**src/rtl/zero_branch_ctrl_pkg.sv**
```systemverilog
// Shared definitions for the zero-compare branch controller.
//   br_op_e    : zero-compare branch opcodes as carried on i_br_op
//   state_e    : controller FSM states
//   br_taken_f : maps an opcode and the judge flags to a taken decision
package zero_branch_ctrl_pkg;

  typedef enum logic [1:0] {
    BR_BGEZ = 2'b00,
    BR_BGTZ = 2'b01,
    BR_BLEZ = 2'b10,
    BR_BLTZ = 2'b11
  } br_op_e;

  typedef enum logic {
    StIdle = 1'b0,
    StWait = 1'b1
  } state_e;

  localparam logic [31:0] RESET_PC_DEFAULT = 32'h0000_3000;

  // The judge only reports "rs >= 0" and "rs > 0"; the other two ops are their complements.
  function automatic logic br_taken_f(input br_op_e op, input logic zbgez, input logic zbgtz);
    logic taken;
    unique case (op)
      BR_BGEZ: taken = zbgez;
      BR_BGTZ: taken = zbgtz;
      BR_BLEZ: taken = !zbgtz;
      BR_BLTZ: taken = !zbgez;
      default: taken = 1'b0;
    endcase
    return taken;
  endfunction

endpackage

```
**src/rtl/zero_branch_ctrl_br_target_calc.sv**
```systemverilog
// Branch target adder: target = pc + 4 + sign_extend(offset) * 4, 32-bit wrap.
//   i_pc     : PC of the branch instruction
//   i_offset : signed word offset from the instruction
//   o_target : redirect address
module zero_branch_ctrl_br_target_calc (
  input  logic [31:0] i_pc,
  input  logic [15:0] i_offset,
  output logic [31:0] o_target
);

  logic [31:0] w_disp;

  assign w_disp   = {{14{i_offset[15]}}, i_offset, 2'b00};
  assign o_target = i_pc + 32'd4 + w_disp;

endmodule

```
**src/rtl/zero_branch_ctrl.sv**
```systemverilog
// ID-stage controller for bgez/bgtz/blez/bltz. Waits for a final rs operand, strobes one
// judge select in the evaluation cycle, converts the returned flags into a taken decision,
// and owns the fetch PC plus saturating branch statistics.
//   i_clk, i_rst           : clock, synchronous active-high reset
//   i_stall_in             : global freeze; holds every piece of state
//   i_br_valid, i_br_op,
//   i_br_offset, i_id_pc   : branch presented by ID
//   i_busA_ready, i_busA   : rs operand and its readiness
//   o_j_busA, o_j_*        : operand and one-hot op select towards the judge
//   i_zbgez, i_zbgtz       : judge flags, meaningful only while a select is asserted
//   o_pc                   : fetch PC
//   o_flush_if, o_br_taken : registered single-cycle pulses following a taken resolution
//   o_id_stall             : hold ID while waiting for the operand
//   o_cnt_total/taken      : saturating resolved / taken counters
module zero_branch_ctrl
  import zero_branch_ctrl_pkg::*;
#(
  parameter logic [31:0] RESET_PC   = RESET_PC_DEFAULT,
  parameter bit          DELAY_SLOT = 1'b1,
  parameter int unsigned CNT_W      = 16
) (
  input  logic             i_clk,
  input  logic             i_rst,
  input  logic             i_stall_in,
  input  logic             i_br_valid,
  input  logic [1:0]       i_br_op,
  input  logic [15:0]      i_br_offset,
  input  logic [31:0]      i_id_pc,
  input  logic             i_busA_ready,
  input  logic [31:0]      i_busA,
  output logic [31:0]      o_j_busA,
  output logic             o_j_bgez,
  output logic             o_j_bgtz,
  output logic             o_j_blez,
  output logic             o_j_bltz,
  input  logic             i_zbgez,
  input  logic             i_zbgtz,
  output logic [31:0]      o_pc,
  output logic             o_flush_if,
  output logic             o_id_stall,
  output logic             o_br_taken,
  output logic [CNT_W-1:0] o_cnt_total,
  output logic [CNT_W-1:0] o_cnt_taken
);

  localparam logic [CNT_W-1:0] CntOne = CNT_W'(1);

  state_e           r_state, w_state_next;
  br_op_e           r_op;
  logic [15:0]      r_off;
  logic [31:0]      r_id_pc;
  logic [31:0]      r_pc;
  logic             r_br_taken, r_flush_if;
  logic [CNT_W-1:0] r_cnt_total, r_cnt_taken;

  logic             w_waiting, w_eval, w_latch, w_taken, w_seq_adv;
  br_op_e           w_op;
  logic [15:0]      w_off;
  logic [31:0]      w_br_pc, w_target;

  assign w_waiting = (r_state == StWait);

  // While waiting, the fields captured on entry are authoritative; ID inputs may have moved.
  assign w_op    = w_waiting ? r_op    : br_op_e'(i_br_op);
  assign w_off   = w_waiting ? r_off   : i_br_offset;
  assign w_br_pc = w_waiting ? r_id_pc : i_id_pc;

  assign w_eval    = !i_rst && !i_stall_in && i_busA_ready && (w_waiting || i_br_valid);
  assign w_latch   = !w_waiting && i_br_valid && !i_busA_ready && !i_stall_in;
  assign w_taken   = w_eval && br_taken_f(w_op, i_zbgez, i_zbgtz);
  assign w_seq_adv = !i_stall_in && (w_eval || (!w_waiting && !i_br_valid));

  zero_branch_ctrl_br_target_calc u_target (
    .i_pc     (w_br_pc),
    .i_offset (w_off),
    .o_target (w_target)
  );

  // FSM state register
  always_ff @(posedge i_clk) begin
    if (i_rst) begin
      r_state <= StIdle;
    end else begin
      r_state <= w_state_next;
    end
  end

  // FSM next state
  always_comb begin
    w_state_next = r_state;
    unique case (r_state)
      StIdle:  if (w_latch) w_state_next = StWait;
      StWait:  if (w_eval)  w_state_next = StIdle;
      default: w_state_next = StIdle;
    endcase
  end

  // FSM outputs: one-hot judge select only in the evaluation cycle
  always_comb begin
    o_j_bgez   = 1'b0;
    o_j_bgtz   = 1'b0;
    o_j_blez   = 1'b0;
    o_j_bltz   = 1'b0;
    o_id_stall = w_waiting;
    if (w_eval) begin
      unique case (w_op)
        BR_BGEZ: o_j_bgez = 1'b1;
        BR_BGTZ: o_j_bgtz = 1'b1;
        BR_BLEZ: o_j_blez = 1'b1;
        BR_BLTZ: o_j_bltz = 1'b1;
        default: ;
      endcase
    end
  end

  // PC, latched branch fields, pulses and statistics
  always_ff @(posedge i_clk) begin
    if (i_rst) begin
      r_pc        <= RESET_PC;
      r_op        <= BR_BGEZ;
      r_off       <= '0;
      r_id_pc     <= '0;
      r_br_taken  <= 1'b0;
      r_flush_if  <= 1'b0;
      r_cnt_total <= '0;
      r_cnt_taken <= '0;
    end else begin
      r_br_taken <= w_taken;
      r_flush_if <= w_taken && (DELAY_SLOT == 1'b0);
      if (w_latch) begin
        r_op    <= br_op_e'(i_br_op);
        r_off   <= i_br_offset;
        r_id_pc <= i_id_pc;
      end
      if (w_taken) begin
        r_pc <= w_target;
      end else if (w_seq_adv) begin
        r_pc <= r_pc + 32'd4;
      end
      if (w_eval && (r_cnt_total != '1)) begin
        r_cnt_total <= r_cnt_total + CntOne;
      end
      if (w_taken && (r_cnt_taken != '1)) begin
        r_cnt_taken <= r_cnt_taken + CntOne;
      end
    end
  end

  assign o_j_busA    = i_busA;
  assign o_pc        = r_pc;
  assign o_br_taken  = r_br_taken;
  assign o_flush_if  = r_flush_if;
  assign o_cnt_total = r_cnt_total;
  assign o_cnt_taken = r_cnt_taken;

endmodule

```
**config.mk**
```make
export PLATFORM = sky130hd
export DESIGN_NAME = zero_branch_ctrl
export DESIGN_NICKNAME = d
export VERILOG_FILES = /design/src/rtl/zero_branch_ctrl_pkg.sv /design/src/rtl/zero_branch_ctrl_br_target_calc.sv /design/src/rtl/zero_branch_ctrl.sv
export SDC_FILE = /design/constraint.sdc
export NUM_CORES = 1
export LEC_CHECK = 0
export ABC_CLOCK_PERIOD_IN_PS = 4900
export CAP_MARGIN = 5
export CORE_MARGIN = 1
export CORE_UTILIZATION = 51
export DETAILED_ROUTE_END_ITERATION = 10
export PLACE_DENSITY = 0.82
export SETUP_SLACK_MARGIN = 0.1
export SYNTH_ARGS = -nofsm -noshare
export SYNTH_HDL_FRONTEND = slang
export SYNTH_HIERARCHICAL = 1
export SYNTH_SLANG_ARGS = --single-unit
```
**constraint.sdc**
```tcl
create_clock -name i_clk -period 4.9 [get_ports i_clk]
set_input_delay 1.225 -clock i_clk [delete_from_list [all_inputs] [get_ports i_clk]]
set_output_delay 1.225 -clock i_clk [all_outputs]
set_load 0.01 [all_outputs]
```
==> flow_metrics.env <==
export IMPL_status="finished clean"
export IMPL_initial_core_util=0.525
export IMPL_required_ns=3.67
export IMPL_hold_class="register to register"
export IMPL_grt_usage=0.266
export IMPL_p_int_uw=1990
export IMPL_dp_hpwl_um=14600
export IMPL_worstRegToRegCells=14
export IMPL_antenna_found_initial=0
export IMPL_hold_depth=2
export IMPL_p_switching_uw=914
export IMPL_ys_warn_count=6
export IMPL_crit_path_max_incr_delay_ns=0.55
export IMPL_path_cells="clkdlybuf4s50_1 > or3b_4 > or2_2 > a21oi_1 > clkdlybuf4s50_1"
export IMPL_timing_rr_start="o_id_stall"
export IMPL_port_buffers=126
export IMPL_worst_path_max_delay_cell="clkdlybuf4s50_1"
export IMPL_multi_input_area_um2=5160
export IMPL_criticalPathCategory="input pin to output pin"
export IMPL_drc=0
export IMPL_fin_setup_tns_ns=0
export IMPL_p_per_area_nw_per_um2=297
export IMPL_drtIter0Drc=514
export IMPL_synth_area_um2=8020
export IMPL_final_core_util=0.641
export IMPL_cts_buffers=17
export IMPL_grt_pass1_wl_um=34800
export IMPL_fin_nets=1238
export IMPL_die_h_um=127
export IMPL_ys_seq_area_frac=0.290
export IMPL_synth_edf_count=0
export IMPL_clk_path_buf_depth=2
export IMPL_vias_per_cell=5.75
export IMPL_drive_gt1_frac=0.107
export IMPL_worstMarginPinSlew_ns=0.661
export IMPL_dieArea_um2=16200
export IMPL_reg2reg_to="o_pc[30]"
export IMPL_postCtsSetupRepairBufs=0
export IMPL_fill_cells=1314
export IMPL_finClkSkew_ns=0.0122
export IMPL_async_flop_share=0
export IMPL_syn_nets=1168
export IMPL_grt_overflow_total=0
export IMPL_start_kind="input pin"
export IMPL_syn_inst=1018
export IMPL_cts_root_buf="clkbuf_16"
export IMPL_vias=7542
export IMPL_crit_top_cell="clkdlybuf4s50_1"
export IMPL_cts_tree="done"
export IMPL_clkLatencyLatePin_ns=0.43
export IMPL_cts_resized=0
export IMPL_setup_violations=0
export IMPL_wl_um=21000
export IMPL_synth_distinct_cells=69
export IMPL_ff2ff_setup_slack_ns=0.84
export IMPL_slew_violations=0
export IMPL_avgSynthCellArea_um2=7.88
export IMPL_period_minus_slack_ns=4.47
export IMPL_hold_violations=0
export IMPL_place_congestion=0.915
export IMPL_grt_max_degree=63
export IMPL_timing_final_crit_share=0.912
export IMPL_endpoint="o_j_bltz"
export IMPL_wire_per_inst_um=16.0
export IMPL_ys_ff_latch=116
export IMPL_grt_pass1_vias=7065
export IMPL_worstPathArrival_ns=3.24
export IMPL_critPathCaptureType="output pin"
export IMPL_first_pass_iters=5
export IMPL_io_pins=192
export IMPL_slew_headroom=0.559
export IMPL_leakagePower_uw=0.00362
export IMPL_rows=45
export IMPL_clock_power_share=0.426
export IMPL_fp_dieW_um=127
export IMPL_rsz0062_at_grt="no"
export IMPL_cp_max_fo=6
export IMPL_swShare=0.314
export IMPL_peakVddDrop_uv=253
export IMPL_antenna_cells_inserted=0
export IMPL_ant_nets=0
export IMPL_max_freq_mhz=224
export IMPL_cap_violations=0
export IMPL_cts_num_sinks=116
export IMPL_power_frac_seq=0.342
export IMPL_crit_path_start="i_busA_ready"
export IMPL_final_seq_area_um2=2320
export IMPL_ctsHoldBuffers=0
export IMPL_syn_to_final_growth_pct=21.9
export IMPL_p_comb_frac=0.233
export IMPL_coreArea_um2=15300
export IMPL_synthFlopType="dfxtp_1"
export IMPL_htreeDepth=4
export IMPL_path_clk_slew_ns=0.06
Yosys cell counts, types with 3 or more instances:
cell | n | share of area
nand3_1 | 38 | 0.024
inv_1 | 15 | 0.0070
nor3b_1 | 3 | 0.0028
or3_1 | 8 | 0.0062
clkbuf_1 | 44 | 0.021
xnor2_1 | 20 | 0.022
and4_1 | 10 | 0.011
or4_1 | 3 | 0.0028
or2_2 | 4 | 0.0031
o211ai_1 | 4 | 0.0037
nor4b_1 | 4 | 0.0044
o21ai_0 | 40 | 0.025
o21ai_1 | 4 | 0.0025
a31oi_1 | 12 | 0.0094
nor4_1 | 7 | 0.0055
buf_2 | 8 | 0.0050
a32o_1 | 4 | 0.0050
and2_1 | 9 | 0.0070
o31ai_1 | 4 | 0.0037
xor2_1 | 30 | 0.033
and3_1 | 12 | 0.0094
ha_1 | 60 | 0.094
nor2b_1 | 6 | 0.0047
o22ai_1 | 3 | 0.0023
mux2_2 | 49 | 0.069
o21bai_1 | 3 | 0.0028
nor2_1 | 62 | 0.029
o21a_1 | 9 | 0.0084
nand2_1 | 165 | 0.077
a21o_1 | 15 | 0.014
buf_4 | 35 | 0.033
a221oi_1 | 3 | 0.0033
a21oi_1 | 115 | 0.072
a211oi_1 | 6 | 0.0056
mux2i_1 | 4 | 0.0050
dfxtp_1 | 116 | 0.29
nand4_1 | 16 | 0.012
a22oi_1 | 6 | 0.0056
nor3_1 | 27 | 0.017
worst min-delay path by stage:
stage / slack [ns] / start / endpoint
5_1_grt: 0.47 / r_id_pc[7] / r_id_pc[7]
6_report: 0.45 / r_off[14] / r_off[14]
4_1_cts: 0.45 / r_off[14] / r_off[14]
3_3_place_gp: 0.44 / r_off[14] / r_off[14]
2_1_floorplan: 0.43 / r_id_pc[0] / r_id_pc[0]
3_5_place_dp: 0.44 / r_off[14] / r_off[14]
area by class of cell:
cell class | instances | share of cell area
Clock buffer | 17 | 0.0435
Clock inverter | 15 | 0.0164
Inverter | 16 | 0.00614
Multi-Input combinational cell | 797 | 0.528
Sequential cell | 116 | 0.238
Tap cell | 211 | 0.0270
Timing Repair Buffer | 140 | 0.141
kinds of logic after synthesis:
logic type	share of synthesized area
compound gates	0.186
xor+xnor	0.0546
fa+ha+maj	0.0961
buf+inv	0.0668
flops	0.290
mux	0.0738
other cells	0.000468
simple gates	0.232
power groups by stage:
stage | combinational [uW] | clock, uW | sequential [uW]
final | 676 | 1240 | 992
after global routing | 745 | 1300 | 996
after CTS | 672 | 1260 | 992
after detailed placement | 663 | 0 | 1010
after global placement | 655 | 0 | 1010
after floorplan | 488 | 0 | 1010
cell usage in the layout (no fill, tap or decap), drive strengths merged, types with 4 or more instances in the layout:
master,instances
and2,10
clkbuf,17
nor2b,6
a21oi,115
o211ai,4
mux2i,4
nand3,38
a31oi,13
and4,11
o21ai,44
xnor2,20
a21o,15
ha,60
a22oi,6
nand2,165
nand4,16
a211oi,6
dfxtp,116
or2,5
or3,8
clkdlybuf4s50,125
inv,25
xor2,30
nor4b,4
or4,4
buf,15
and3,12
nor2,63
mux2,49
nor3,28
o31ai,5
nor4,7
o21a,9
a32o,4
critical path, delay by kind of cell:
kind / cells / cell delay (ns)
AO/OA/AOI/OAI: 1 / 0.14
buffers and inverters: 2 / 1.10
AND/OR/NAND/NOR: 2 / 0.78
routing by layer:
metal,part of all wire,vias up,wire [um],global-route usage
met5,0,-,0,0
met4,0.015,0,323,0.0826
met3,0.053,33,1110,0.0477
met2,0.48,223,10100,0.452
met1,0.45,3529,9480,0.342
li1,-,3757,-,-
state kept, by name, summed over array words and instances (netlist names):
name / count
o_pc: 32
r_id_pc: 32
o_cnt_taken: 16
o_cnt_total: 16
r_off: 16
r_op: 2
o_br_taken: 1
o_id_stall: 1
through the flow:
stage,setup WS [ns],cell area (um^2),power (uW),cells,hold slack (ns)
finish,0.433,9770,2910,1312,0.452
global route,0.288,9770,3040,1312,0.470
floorplan,0.678,8020,1490,1018,0.433
CTS,0.432,9770,2920,1312,0.452
detailed placement,0.130,9190,1680,1280,0.443
global placement,0.211,9190,1670,1280,0.438
No activity file was read; power rests on OpenSTA's default activity.
